## src/rtl/bus_pkg.sv

```systemverilog
// Shared definitions for bus initiators on the 32-bit memory bus.
// Address/data widths, copy-master states, default timeout.
package bus_pkg;

  localparam int BUS_AW      = 32;
  localparam int BUS_DW      = 32;
  localparam int WORD_BYTES  = 4;
  localparam int TIMEOUT_DEF = 256;

  typedef enum logic [1:0] {
    IDLE,
    READ,
    WRITE,
    FIN
  } cm_state_e;

endpackage

```

## src/rtl/bus_txn_timer.sv

```systemverilog
// Per-transaction wait timer for bus initiators.
// Counts enabled cycles since clear; flags the last allowed cycle.
import bus_pkg::*;

module bus_txn_timer #(
  parameter int TIMEOUT = TIMEOUT_DEF
) (
  input  logic clk,
  input  logic rst_n,
  input  logic i_clr,
  input  logic i_en,
  output logic o_expired
);

  localparam int CW = $clog2(TIMEOUT + 1);
  localparam logic [CW-1:0] LAST = CW'(TIMEOUT - 1);

  logic [CW-1:0] r_cnt;

  assign o_expired = i_en && (r_cnt == LAST);

  always_ff @(posedge clk or negedge rst_n) begin
    if (!rst_n) begin
      r_cnt <= '0;
    end else if (i_clr) begin
      r_cnt <= '0;
    end else if (i_en && (r_cnt != LAST)) begin
      r_cnt <= r_cnt + 1'b1;
    end
  end

endmodule

```

## src/rtl/bus_copy_master.sv

```systemverilog
// Word-by-word block copier driving the requester side of the bus.
// Alternates a held read and a write per word; aborts on timeout.
import bus_pkg::*;

module bus_copy_master #(
  parameter int LEN_W          = 12,
  parameter int TIMEOUT_CYCLES = TIMEOUT_DEF
) (
  input  logic              clk,
  input  logic              rst_n,
  input  logic              start,
  input  logic [BUS_AW-1:0] src_addr,
  input  logic [BUS_AW-1:0] dst_addr,
  input  logic [LEN_W-1:0]  len,
  output logic              busy,
  output logic              done,
  output logic              err,
  output logic [BUS_AW-1:0] bus_addr,
  output logic [BUS_DW-1:0] bus_wdata,
  output logic              bus_rd,
  output logic              bus_wr,
  input  logic [BUS_DW-1:0] bus_rdata,
  input  logic              bus_ready
);

  localparam logic [BUS_AW-1:0] STEP  = BUS_AW'(WORD_BYTES);
  localparam logic [BUS_AW-1:0] AMASK = ~BUS_AW'(WORD_BYTES - 1);

  cm_state_e         r_state;
  cm_state_e         w_next;
  logic [BUS_AW-1:0] r_src;
  logic [BUS_AW-1:0] r_dst;
  logic [BUS_DW-1:0] r_data;
  logic [LEN_W-1:0]  r_rem;
  logic              r_err;
  logic              r_held;

  logic w_rd_acc;
  logic w_wr_acc;
  logic w_exp;
  logic w_tmo;
  logic w_in_txn;

  assign w_in_txn = (r_state == READ) || (r_state == WRITE);
  // Read data is only trusted once the address has been held a full cycle.
  assign w_rd_acc = (r_state == READ) && bus_ready && r_held;
  assign w_wr_acc = (r_state == WRITE) && bus_ready;
  assign w_tmo    = w_exp && !w_rd_acc && !w_wr_acc;

  bus_txn_timer #(
    .TIMEOUT (TIMEOUT_CYCLES)
  ) u_timer (
    .clk       (clk),
    .rst_n     (rst_n),
    .i_clr     (w_next != r_state),
    .i_en      (w_in_txn),
    .o_expired (w_exp)
  );

  always_comb begin
    w_next = r_state;
    unique case (r_state)
      IDLE: begin
        if (start) w_next = (len == '0) ? FIN : READ;
      end
      READ: begin
        if (w_rd_acc)   w_next = WRITE;
        else if (w_tmo) w_next = FIN;
      end
      WRITE: begin
        if (w_wr_acc)   w_next = (r_rem == LEN_W'(1)) ? FIN : READ;
        else if (w_tmo) w_next = FIN;
      end
      FIN:     w_next = IDLE;
      default: w_next = IDLE;
    endcase
  end

  always_ff @(posedge clk or negedge rst_n) begin
    if (!rst_n) begin
      r_state <= IDLE;
      r_src   <= '0;
      r_dst   <= '0;
      r_data  <= '0;
      r_rem   <= '0;
      r_err   <= 1'b0;
      r_held  <= 1'b0;
    end else begin
      r_state <= w_next;
      r_held  <= (r_state == READ) && (w_next == READ);
      if (r_state == IDLE && start) begin
        r_src <= src_addr & AMASK;
        r_dst <= dst_addr & AMASK;
        r_rem <= len;
        r_err <= 1'b0;
      end
      if (w_rd_acc) r_data <= bus_rdata;
      if (w_wr_acc) begin
        r_src <= r_src + STEP;
        r_dst <= r_dst + STEP;
        r_rem <= r_rem - LEN_W'(1);
      end
      if (w_in_txn && w_tmo) r_err <= 1'b1;
    end
  end

  assign busy      = (r_state != IDLE);
  assign done      = (r_state == FIN);
  assign err       = (r_state == FIN) && r_err;
  assign bus_rd    = (r_state == READ);
  assign bus_wr    = (r_state == WRITE);
  assign bus_addr  = (r_state == READ)  ? r_src :
                     (r_state == WRITE) ? r_dst : '0;
  assign bus_wdata = (r_state == WRITE) ? r_data : '0;

endmodule

```

## config.mk

```make
export PLATFORM = sky130hd
export DESIGN_NAME = bus_copy_master
export DESIGN_NICKNAME = d
export VERILOG_FILES = /design/src/rtl/bus_pkg.sv /design/src/rtl/bus_txn_timer.sv /design/src/rtl/bus_copy_master.sv
export SDC_FILE = /design/constraint.sdc
export NUM_CORES = 1
export LEC_CHECK = 0
export ABC_AREA = 1
export CORE_MARGIN = 2
export CORE_UTILIZATION = 51
export CTS_CLUSTER_SIZE = 25
export DETAILED_ROUTE_END_ITERATION = 8
export PLACE_DENSITY_LB_ADDON = 0.3
export SYNTH_ARGS = -nofsm -noshare
export SYNTH_HDL_FRONTEND = slang
export SYNTH_SLANG_ARGS = --single-unit
export TNS_END_PERCENT = 5
```

## constraint.sdc

```tcl
create_clock -name clk -period 2.15 [get_ports clk]
set_input_delay 0.5375 -clock clk [delete_from_list [all_inputs] [get_ports clk]]
set_output_delay 0.5375 -clock clk [all_outputs]
set_load 0.01 [all_outputs]
```

Word level (Yosys, flattened, before mapping):

Cells that the tools add are included.

* word-level logic and storage cells: 60
* register bits after elaboration: 121
* bits of input ports: 112
* output and inout bits: 69

* eq/ne operators: 8
* add/subtract/negate cells: 4
* reduce and logical (&&, ||, !) cells: 20
* muxes and demuxes: 20

Operator list (number)
* 32-bit two-way mux: 7
* 32-bit by 3-bit adder with 32-bit output, second input constant: 2
* 12-bit two-way mux: 2
* 9-bit two-way mux: 2
* 12-bit by 1-bit == test with 1-bit output, second input constant: 1
* 12-bit logical NOT: 1
* 2-bit two-way mux: 6
* 12-bit by 1-bit subtractor with 12-bit output, second input constant: 1
* 1-bit logical AND: 11
* 9-bit by 1-bit adder with 9-bit output, second input constant: 1
* 9-bit by 8-bit == test with 1-bit output, second input constant: 1
* 9-bit by 8-bit != test with 1-bit output, second input constant: 1
* 2-bit case mux with 4 select lines: 1
* 2-bit nonzero test: 4
* 2-bit by 1-bit == test with 1-bit output, second input constant: 2
* 2-bit == test, second input constant: 2
* 1-bit logical NOT: 2
* 2-bit logical NOT: 1
* 1-bit two-way mux: 2
* 2-bit != test: 1
* 1-bit logical OR: 1

Depth between registers and ports, before layout:

Gate-level depths: netlist (run 1).

* depth in word-level cells: 11
* depth in mapped cells: 16

Modules after synthesis:

A second synthesis (run 1) with hierarchy kept.

* cell total of the unflattened synthesis: 1121
* area, all modules: 7698.6 sq um

Modules (own cells, without submodules)
* bus_copy_master: times used 1, area each 7194.4 sq um, seq. area each 2702.6 sq um, cells an instance 1055
* bus_txn_timer: times used 1, area each 504.2 sq um, seq. area each 225.2 sq um, cells an instance 66

Worst setup path before layout (run 1):

No wires, ideal clock.

* path kind: register to output
* start: register r_state[1]
* end: output port bus_addr[10]
* setup slack: 0.078 ns
* stages on the path, launching flop included: 7
* path buffers: 1
* data arrival time: 1.534 ns
* cell sequence: dfrtp_1 -> inv_1 -> ha_1 -> inv_1 -> nand2_1 -> buf_2 -> o22ai_1

RTL lines
* start: declaration: RTL line bus_copy_master.sv:29 `cm_state_e r_state;`
* start signal: assignment: RTL line bus_copy_master.sv:89 `r_state <= w_next;`
* 2-bit by 1-bit == test with 1-bit output
* net bus_rd: RTL line bus_copy_master.sv:20 `output logic bus_rd,`
* 32-bit two-way mux: RTL line bus_copy_master.sv:112 `assign bus_addr = (r_state == READ) ? r_src :`
* end: declaration: RTL line bus_copy_master.sv:18 `output logic [BUS_AW-1:0] bus_addr,`

The timed path passes the listed nets, and every way through them passes these cells.

Worst setup path in the final report (run 1):

* start: register r_state[0]
* end: output port bus_addr[31]

* word-level cells in the longest chain between the ends: 3

Ends and longest elaborated chain
* 2-bit == test: RTL line bus_copy_master.sv:113 `(r_state == WRITE) ? r_dst : '0;`
* 32-bit two-way mux: RTL line bus_copy_master.sv:113
* 32-bit two-way mux *: RTL line bus_copy_master.sv:112

Mark *: on every way between the ends. The rest lies on a longest branch, timed or not.

==> results of run 1 <==
-- worst paths after layout --
check / slack, ns / from / endpoint
worst max-delay path: -0.17 / r_state[0]$_DFF_PN0_ / bus_addr[31]
worst min-delay path: 0.05 / rst_n / r_src[8]$_DFFE_PN0P_
worst max register to register: -0.06 / u_timer.r_cnt[0]$_DFFE_PN0P_ / u_timer.r_cnt[4]$_DFFE_PN0P_
worst min register to register: 0.49 / r_err$_DFFE_PN0P_ / r_err$_DFFE_PN0P_
max in group asynchronous: 1.53 / rst_n / r_rem[1]$_DFFE_PN0P_
min in group clk: 0.49 / r_err$_DFFE_PN0P_ / r_err$_DFFE_PN0P_
-- cell usage in the layout, fill, tap and decap left out, types with 3 or more instances in the layout --
| master | synthesis | routed |
|---|---|---|
| a21oi_1 | 8 | 8 |
| nand4_1 | 18 | 18 |
| clkdlybuf4s50_1 | 0 | 106 |
| clkbuf_16 | 0 | 18 |
| o221ai_1 | 5 | 5 |
| mux2_2 | 32 | 32 |
| o21ai_0 | 57 | 55 |
| o21bai_1 | 4 | 4 |
| buf_2 | 27 | 53 |
| dfrtp_1 | 117 | 117 |
| clkinv_2 | 0 | 4 |
| o22ai_2 | 0 | 21 |
| inv_2 | 3 | 10 |
| clkbuf_8 | 0 | 3 |
| o22ai_1 | 40 | 17 |
| nand2_1 | 283 | 263 |
| nor3_2 | 7 | 8 |
| clkinvlp_4 | 0 | 3 |
| nand3_2 | 0 | 4 |
| buf_4 | 4 | 37 |
| nor2_2 | 5 | 10 |
| o211ai_1 | 16 | 16 |
| nor3_1 | 17 | 16 |
| nand3_4 | 2 | 3 |
| nor2_1 | 118 | 113 |
| ha_1 | 11 | 6 |
| ha_2 | 0 | 3 |
| nand2_2 | 3 | 22 |
| nand3_1 | 72 | 68 |
| a31oi_1 | 4 | 4 |
| buf_12 | 0 | 14 |
| inv_1 | 151 | 143 |
| xor2_1 | 31 | 31 |
| buf_6 | 0 | 13 |
-- area by class of cell --
| cell class | count | share of cell area |
|---|---|---|
| Clock buffer | 22 | 0.0445 |
| Multi-Input combinational cell | 749 | 0.395 |
| Inverter | 154 | 0.0545 |
| Tap cell | 184 | 0.0216 |
| Clock inverter | 9 | 0.00962 |
| Sequential cell | 117 | 0.275 |
| Timing Repair Buffer | 231 | 0.201 |
-- critical path: cells and delay by family, from the launching register on --
kind / cells / cell delay (ns)
flops: 1 / 0.41
fa+ha+maj: 1 / 0.19
buf+inv: 4 / 0.55
compound gates: 1 / 0.12
simple gates: 1 / 0.09
-- power groups by stage --
stage | clock network, mW | registers, mW | logic [mW]
finish | 2.83 | 4.16 | 7.28
global route | 2.93 | 4.27 | 7.88
CTS | 2.84 | 4.09 | 6.78
detailed placement | 0 | 4.08 | 6.61
global placement | 0 | 4.05 | 6.48
floorplan | 0 | 3.85 | 3.95
-- synthesized netlist by cell type, drive strengths merged --
cell | instances | area, um^2
nand4 | 18 | 113
and3 | 1 | 6.26
nand3b | 1 | 7.51
nor3 | 24 | 155
ha | 11 | 138
buf | 31 | 165
or2 | 1 | 6.26
nor3b | 1 | 7.51
o221ai | 5 | 43.8
conb | 1 | 3.75
o211ai | 16 | 120
nor2 | 124 | 485
nand3 | 74 | 395
clkbuf | 9 | 33.8
o32ai | 1 | 8.76
o21ai | 59 | 295
o21bai | 4 | 30.0
dfrtp | 117 | 2930
nand2 | 287 | 1090
a22oi | 1 | 7.51
a21oi | 8 | 40.0
mux2i | 1 | 10.0
o22ai | 40 | 250
xor2 | 31 | 272
inv | 154 | 578
xnor2 | 2 | 17.5
a31oi | 4 | 25.0
mux2 | 32 | 360
-- timing repair --
item / CTS / global route
endpoints found under the setup margin: 77 / 74
pin swaps: 8 / 8
buffers inserted: 2 / 7
gates cloned: 2 / 2
resized for setup: 294 / 59
-- layer usage --
| metal | vias up | track usage |
|---|---|---|
| met2 | 413 | 0.554 |
| li1 | 3842 | - |
| met3 | 86 | 0.0680 |
| met1 | 3869 | 0.398 |
| met5 | - | 0 |
| met4 | 0 | 0.125 |
-- state kept, by name, indices dropped and copies added (netlist names) --
name / count
r_data: 32
r_dst: 30
r_src: 30
r_rem: 12
u_timer.r_cnt: 9
r_state: 2
r_err: 1
r_held: 1
-- cells by family (layout without fill, tap and decap cells) --
group | count (synthesis) | after routing
simple gates | 531 | 532
buf+inv | 194 | 416
compound gates | 138 | 138
flops | 117 | 117
xor+xnor | 33 | 33
mux | 33 | 33
fa+ha+maj | 11 | 11
other cells | 1 | 2
==> results.toml, run 1 <==
[clocking]
insertion_delay_ns = 0.43
clockBufferDepth = 2
clk_pin_slew_ns = 0.06
cts.sinks = 117
cts_tree = "yes"
htree_levels = 4
cts-root-buf = "clkbuf_16"
hold_buffers = 0
numCtsBuffers = 17

[detailed_routing]
drc_errors = 0
viasPerCell = 5.60
postRouteAntennaNets = 0
met3RoutedLength_mm = 1.86
dr.pass1.iters = 6
avgRoutedWirePerCell_um = 17.7
wirelength_mm = 26.0
first_iter_violations = 865
met1_length_mm = 10.2
dr_wl_met2_mm = 13.0
dr_total_vias = 8210
top_layer = "met4"

[timing]
relSlewSlack = 0.650
drv_slew = 0
setup_ws_ns = -0.168
period_share = 1.08
worst_slew_pin_slew_ns = 0.524
holdWs_ns = 0.0463
finalSetupViolCount = 69
fin_skew_ns = 0.00774
final-hold-violation-count = 0
fmax_mhz = 431
grt_setup_unrepaired = "true"
period_minus_slack_ns = 2.32
fin_tns_setup_ns = -5.18

[synthesis]
yosysWarnings = 0
synth_compound_area_frac = 0.108
seq_area_frac_synth = 0.386
synth_area_um2 = 7590
synth_simple_gate_area_frac = 0.299
syn_inst = 1058
synth.avg_cell_area_um2 = 7.18
synth_seq_cells = 117
yosysUniqueCellTypes = 37
synth-adder-area-share = 0.0181
synth_top_family_by_area = "simple AND/OR/NAND/NOR gates"
synth_xor_area_frac = 0.0381
synth.area.mux_share = 0.0488

[floorplanning]
core_area_um2 = 14500
initial_core_util = 0.523
die_h_um = 126
chipWidth_um = 126
die-area_um2 = 15900
num_rows = 44
io_pins = 181

[power]
p_seq_frac = 0.291
comb_power_share = 0.510
ir_worst_vdd_v = 0.000876
pwr_density_cell_nw_per_um2 = 1340
p_int_mw = 8.05
clockPowerShare = 0.198
power_mw = 14.3
p_sw_mw = 6.22
swShare = 0.436
power.leakage_nw = 5.11

[grt]
grt_pass1_wl_mm = 40.4
track_usage = 0.323
first_global_vias = 8127
grt_max_degree = 49
antenna_found_initial = 0
overflow = 0

[layout]
regArea_um2 = 2930
stdcell_area_um2 = 10700
nets = 1393
drive_gt1_frac = 0.215
multi_input_comb_area_um2 = 4210
instances_no_fill = 1466
nFillCells = 1144
fin_util = 0.734
syn_to_final_growth_pct = 40.4
diodes = 0

[min_path]
min_path_type = "input port to asynchronous set/reset pin"

[critical_path]
crit_arrival_ns = 1.78
worstSetupStartpointType = "register"
endpoint_kind = "output port"
path_class = "register to output port"
ff2ff_path_depth = 16
slowest_stage = "dfrtp_1"
crit_required_ns = 1.61
cpPeakStageDelay_ns = 0.41
crit_chain = "inv_2, ha_4, nand2_4, buf_12, buf_4, o22ai_2, buf_6"
crit_fanout = 8

[flow_run]
maxCapViolations = 0

[placement]
port-buffer-count = 174
dp_hpwl_mm = 18.2
place_congestion = 0.968
post_dp_cell_area_um2 = 9870
pre_cts_slack_ns = -0.208
post-place-cells = 1423

[status]
outcome = "finished, violations left"
violations = "negative setup slack"
Note: power is estimated with default switching activity, not from simulation.
==> run 2: changes to the inputs <==
--- a/config.mk
+++ b/config.mk
@@ -7,7 +7,7 @@
 export LEC_CHECK = 0
 export ABC_AREA = 1
 export CORE_MARGIN = 2
-export CORE_UTILIZATION = 51
+export CORE_UTILIZATION = 46
 export CTS_CLUSTER_SIZE = 25
 export DETAILED_ROUTE_END_ITERATION = 8
 export PLACE_DENSITY_LB_ADDON = 0.3
==> constraint.sdc (replaced) <==
create_clock -name clk -period 2.1 [get_ports clk]
set_input_delay 0.525 -clock clk [delete_from_list [all_inputs] [get_ports clk]]
set_output_delay 0.525 -clock clk [all_outputs]
set_load 0.01 [all_outputs]
==> results.toml, run 2 (same netlist as run 1, synthesis figures left out) <==
[layout]
nets = 1404
final_cell_mix = "nand2_1, inv_1, dfrtp_1, nor2_1, clkdlybuf4s50_1"
syn_to_final_growth_pct = 44.7
layout_commonest_cell = "nand2_1"
largest_register_ffs = 32
drive_gt1_frac = 0.224
diodes = 0
instances_no_fill = 1509
regMostFlops = "r_data"
fin_util = 0.687
reg_top3 = "r_data x32, r_dst x30, r_src x30"

[grt]
grt_use_met3 = 0.0579
first_global_vias = 8222
grt_use_met2 = 0.500
overflow = 0
track_usage = 0.292
grt_max_degree = 48
antenna_found_initial = 0
top_usage_layer = "met2"
met1_usage = 0.355
grt_pass1_wl_mm = 40.6

[timing]
setup_ws_ns = -0.223
drv_slew = 0
fin_skew_ns = 0.00730
worst_slew_pin_slew_ns = 0.527
relSlewSlack = 0.648
finalSetupViolCount = 70
fmax_mhz = 431
period_minus_slack_ns = 2.32
grt_setup_unrepaired = "true"
final-hold-violation-count = 0
period_share = 1.11

[floorplanning]
num_rows = 46
io_pins = 181
initial_core_util = 0.475
chipWidth_um = 132
die-area_um2 = 17600
die_h_um = 132
core_area_um2 = 16000

[clocking]
cts.sinks = 117
clk_pin_slew_ns = 0.06
htree_levels = 4
insertion_delay_ns = 0.43
clockBufferDepth = 2
cts_tree = "yes"
hold_buffers = 0
cts-root-buf = "clkbuf_16"
numCtsBuffers = 17

[detailed_routing]
postRouteAntennaNets = 0
wirelength_mm = 26.4
dr_total_vias = 8186
avgRoutedWirePerCell_um = 17.5
dr.pass1.iters = 5
drc_errors = 0
first_iter_violations = 875
viasPerCell = 5.42

[critical_path]
crit_required_ns = 1.57
endpoint_kind = "output port"
crit_fanout = 7
worstSetupStartpointType = "register"
ff2ff_path_depth = 15
path_class = "register to output port"
crit_arrival_ns = 1.80

[placement]
place_congestion = 0.980
post-place-cells = 1457
port-buffer-count = 174
pre_cts_slack_ns = -0.241
dp_hpwl_mm = 18.5

[status]
violations = "negative setup slack"
outcome = "finished, violations left"

[power]
power.leakage_nw = 5.20
pwr_density_cell_nw_per_um2 = 1390
ir_worst_vdd_v = 0.000787

[min_path]
min_path_type = "input port to asynchronous set/reset pin"

[flow_run]
maxCapViolations = 0
## run 2: cell types whose count changed in the layout (fill, tap and decap cells not counted), moves of 3 or more
| cell | before | now |
|---|---|---|
| o21ai_1 | 2 | 9 |
| o21ai_0 | 55 | 49 |
| nor2_1 | 113 | 108 |
| buf_8 | 0 | 3 |
| buf_2 | 53 | 50 |
| nor2_4 | 1 | 4 |
| nand2_1 | 263 | 271 |
| buf_6 | 13 | 23 |
| nand2_2 | 22 | 13 |
## run 2: where the power goes
part	total, mW	leakage [nW]	internal [mW]	switching (mW)
combinational	7.90	3.44	3.39	4.51
clock	3.16	0.297	2.04	1.12
sequential	4.23	1.47	3.29	0.937
total	15.3	5.20	8.72	6.57
## run 2: metal layers
layer | vias to the layer above | share of wire
li1 | 3865 | -
met1 | 3908 | 0.40
met2 | 341 | 0.50
met3 | 72 | 0.057
met4 | 0 | 0.037
met5 | - | 0
## run 2: final cells by class
type / count / area, um^2
Clock inverter: 12 / 178
Multi-Input combinational cell: 749 / 4280
Timing Repair Buffer: 242 / 2300
Sequential cell: 117 / 2930
Fill cell: 1370 / 5010
Clock buffer: 19 / 453
Tap cell: 216 / 270
Inverter: 154 / 588
## run 2: path summary, 6_finish.rpt
path,start,endpoint,slack (ns)
max in group asynchronous,rst_n,r_dst[31]$_DFFE_PN0P_,1.46
worst min register to register,r_err$_DFFE_PN0P_,r_err$_DFFE_PN0P_,0.49
worst min-delay path,rst_n,r_src[5]$_DFFE_PN0P_,0.05
worst max-delay path,r_state[0]$_DFF_PN0_,bus_addr[11],-0.22
worst max register to register,r_state[1]$_DFF_PN0_,u_timer.r_cnt[4]$_DFFE_PN0P_,-0.07
min in group clk,r_err$_DFFE_PN0P_,r_err$_DFFE_PN0P_,0.49
## run 2: per-stage QoR
step | hold slack (ns) | area [um^2] | power [mW] | TNS [ns]
floorplan | 0.229 | 7600 | 7.99 | 0
global placement | 0.475 | 9920 | 10.8 | -7.93
global route | 0.0700 | 11000 | 16.2 | -11.47
CTS | 0.0573 | 10500 | 14.2 | -7.77
finish | 0.0481 | 11000 | 15.3 | -7.45
detailed placement | 0.481 | 9920 | 11.0 | -9.04
## run 2: what timing repair did
item / CTS / global route
pin swaps: 1 / 16
setup buffers: 4 / 11
endpoints found under the setup margin: 76 / 104
cloned: 2 / 4
resized for setup: 280 / 110
## run 2: worst max-delay path, stage by stage (launching register included)
cell and delay (ns):
dfrtp_1 0.43, inv_2 0.10, ha_4 0.19, nand2_8 0.08, buf_12 0.15, buf_4 0.14, o22ai_2 0.11, buf_2 0.17
==> run 3: changes to the inputs <==
--- a/config.mk
+++ b/config.mk
@@ -6,11 +6,14 @@
 export NUM_CORES = 1
 export LEC_CHECK = 0
 export ABC_AREA = 1
+export CELL_PAD_IN_SITES_DETAIL_PLACEMENT = 1
+export CELL_PAD_IN_SITES_GLOBAL_PLACEMENT = 1
 export CORE_MARGIN = 2
-export CORE_UTILIZATION = 46
+export CORE_UTILIZATION = 33
 export CTS_CLUSTER_SIZE = 25
 export DETAILED_ROUTE_END_ITERATION = 8
 export PLACE_DENSITY_LB_ADDON = 0.3
+export RECOVER_POWER = 50
 export SYNTH_ARGS = -nofsm -noshare
 export SYNTH_HDL_FRONTEND = slang
 export SYNTH_SLANG_ARGS = --single-unit
==> results.toml, run 3 (same netlist as run 1, synthesis figures left out) <==
[timing]
finalSetupViolCount = 74
period_share = 1.09
relSlewSlack = 0.258
fin_tns_setup_ns = -7.08
fmax_mhz = 435
period_minus_slack_ns = 2.30
final-hold-violation-count = 0
grt_setup_unrepaired = "true"
drv_slew = 0
setup_ws_ns = -0.197
worst_slew_pin_slew_ns = 1.11
holdWs_ns = 0.505
fin_skew_ns = 0.0103

[critical_path]
crit_arrival_ns = 1.77
cpPeakStageDelay_ns = 0.44
crit_fanout = 6
critPathTopFamily = "buffers and inverters"
crit_required_ns = 1.57
slowest_stage = "dfrtp_1"
crit_chain = "ha_4, inv_8, nand2_8, buf_16, buf_6, o22ai_2, buf_2"
crit_buf_inv = 4
worstSetupStartpointType = "register"
path_class = "register to output port"
endpoint_kind = "output port"

[clocking]
numCtsBuffers = 17
insertion_delay_ns = 0.44
cts-root-buf = "clkbuf_16"
htree_levels = 4
cts.sinks = 117
cts_tree = "yes"
clockBufferDepth = 2
clk_pin_slew_ns = 0.06

[status]
violations = "negative setup slack"
outcome = "finished, violations left"

[power]
ir_worst_vdd_v = 0.000572
power_mw = 16.1
power.leakage_nw = 5.26
pwr_density_cell_nw_per_um2 = 1440

[floorplanning]
die_h_um = 156
initial_core_util = 0.335
io_pins = 181
core_area_um2 = 22600
die-area_um2 = 24200
chipWidth_um = 156
num_rows = 55

[min_path]
min_path_type = "register to register"

[layout]
nets = 1412
fin_util = 0.495
stdcell_area_um2 = 11200
regMostFlops = "r_data"
largest_register_ffs = 32
nFillCells = 2775
instances_no_fill = 1588
reg_top3 = "r_data x32, r_dst x30, r_src x30"
layout_commonest_cell = "nand2_1"
final_cell_mix = "nand2_1, inv_1, dfrtp_1, nor2_1, clkdlybuf4s50_1"
syn_to_final_growth_pct = 47.5
drive_gt1_frac = 0.238

[detailed_routing]
viasPerCell = 5.16
avgRoutedWirePerCell_um = 19.5
first_iter_violations = 464
dr_total_vias = 8189
postRouteAntennaNets = 0
wirelength_mm = 31.0
dr.pass1.iters = 7
drc_errors = 0

[placement]
port-buffer-count = 174
dp_hpwl_mm = 22.0
post_dp_cell_area_um2 = 10100
post-place-cells = 1542
pre_cts_slack_ns = -0.264
place_congestion = 0.900

[flow_run]
maxCapViolations = 0

[grt]
overflow = 0
track_usage = 0.253
first_global_vias = 8567
grt_pass1_wl_mm = 47.3
grt_max_degree = 64
antenna_found_initial = 2
## run 3: cell count changes in the layout (fill, tap and decap cells not counted), moves of 3 or more
cell,previous run,this run
buf_6,23,34
buf_8,3,0
o22ai_2,20,24
buf_4,39,45
clkbuf_16,20,17
nand2_1,271,265
buf_2,50,44
nand2_2,13,16
nand2_4,1,5
o22ai_1,16,11
## run 3: layout make-up
class	count	area [um^2]	share of cell area
clock inverters	13	205	0.0183
flip-flops and latches	117	2930	0.261
multi-input cells	749	4340	0.387
repair buffers	250	2350	0.209
clock buffers	19	443	0.0395
well taps	285	357	0.0318
diodes	1	2.50	0.000223
inverters	154	586	0.0523
## run 3: path summary, 6_finish.rpt
check                                                to  slack, ns                    from  cells past startpoint
max in group asynchronous         r_src[22]$_DFFE_PN0P_       0.28                   rst_n                      3
setup / recovery                           bus_addr[28]      -0.20    r_state[0]$_DFF_PN0_                      7
setup reg to reg           u_timer.r_cnt[0]$_DFFE_PN0P_      -0.05    r_state[0]$_DFF_PN0_                     15
min in group asynchronous        r_data[13]$_DFFE_PN0P_       0.82                   rst_n                      2
hold / removal                   r_data[31]$_DFFE_PN0P_       0.50  r_data[31]$_DFFE_PN0P_                      1
hold reg to reg                  r_data[31]$_DFFE_PN0P_       0.50  r_data[31]$_DFFE_PN0P_                      1
## run 3: repair_timing
item / 4_1_cts / 5_1_grt
resized for setup: 345 / 76
cloned: 3 / 1
pin swaps: 12 / 20
endpoints found under the setup margin: 79 / 113
setup buffers: 4 / 5
endpoints found under the hold margin: 16 / 0
hold buffers: 1 / 0
## run 3: report_power, final
part	switching [mW]	internal, mW
Sequential	0.934	3.29
Clock	1.17	2.13
Combinational	5.04	3.57
## run 3: layer usage
metal / vias up / part of all wire / global-route usage
met5: - / 0.00023 / 0
li1: 3881 / - / -
met3: 58 / 0.040 / 0.0475
met4: 2 / 0.031 / 0.107
met1: 4043 / 0.42 / 0.315
met2: 205 / 0.51 / 0.430
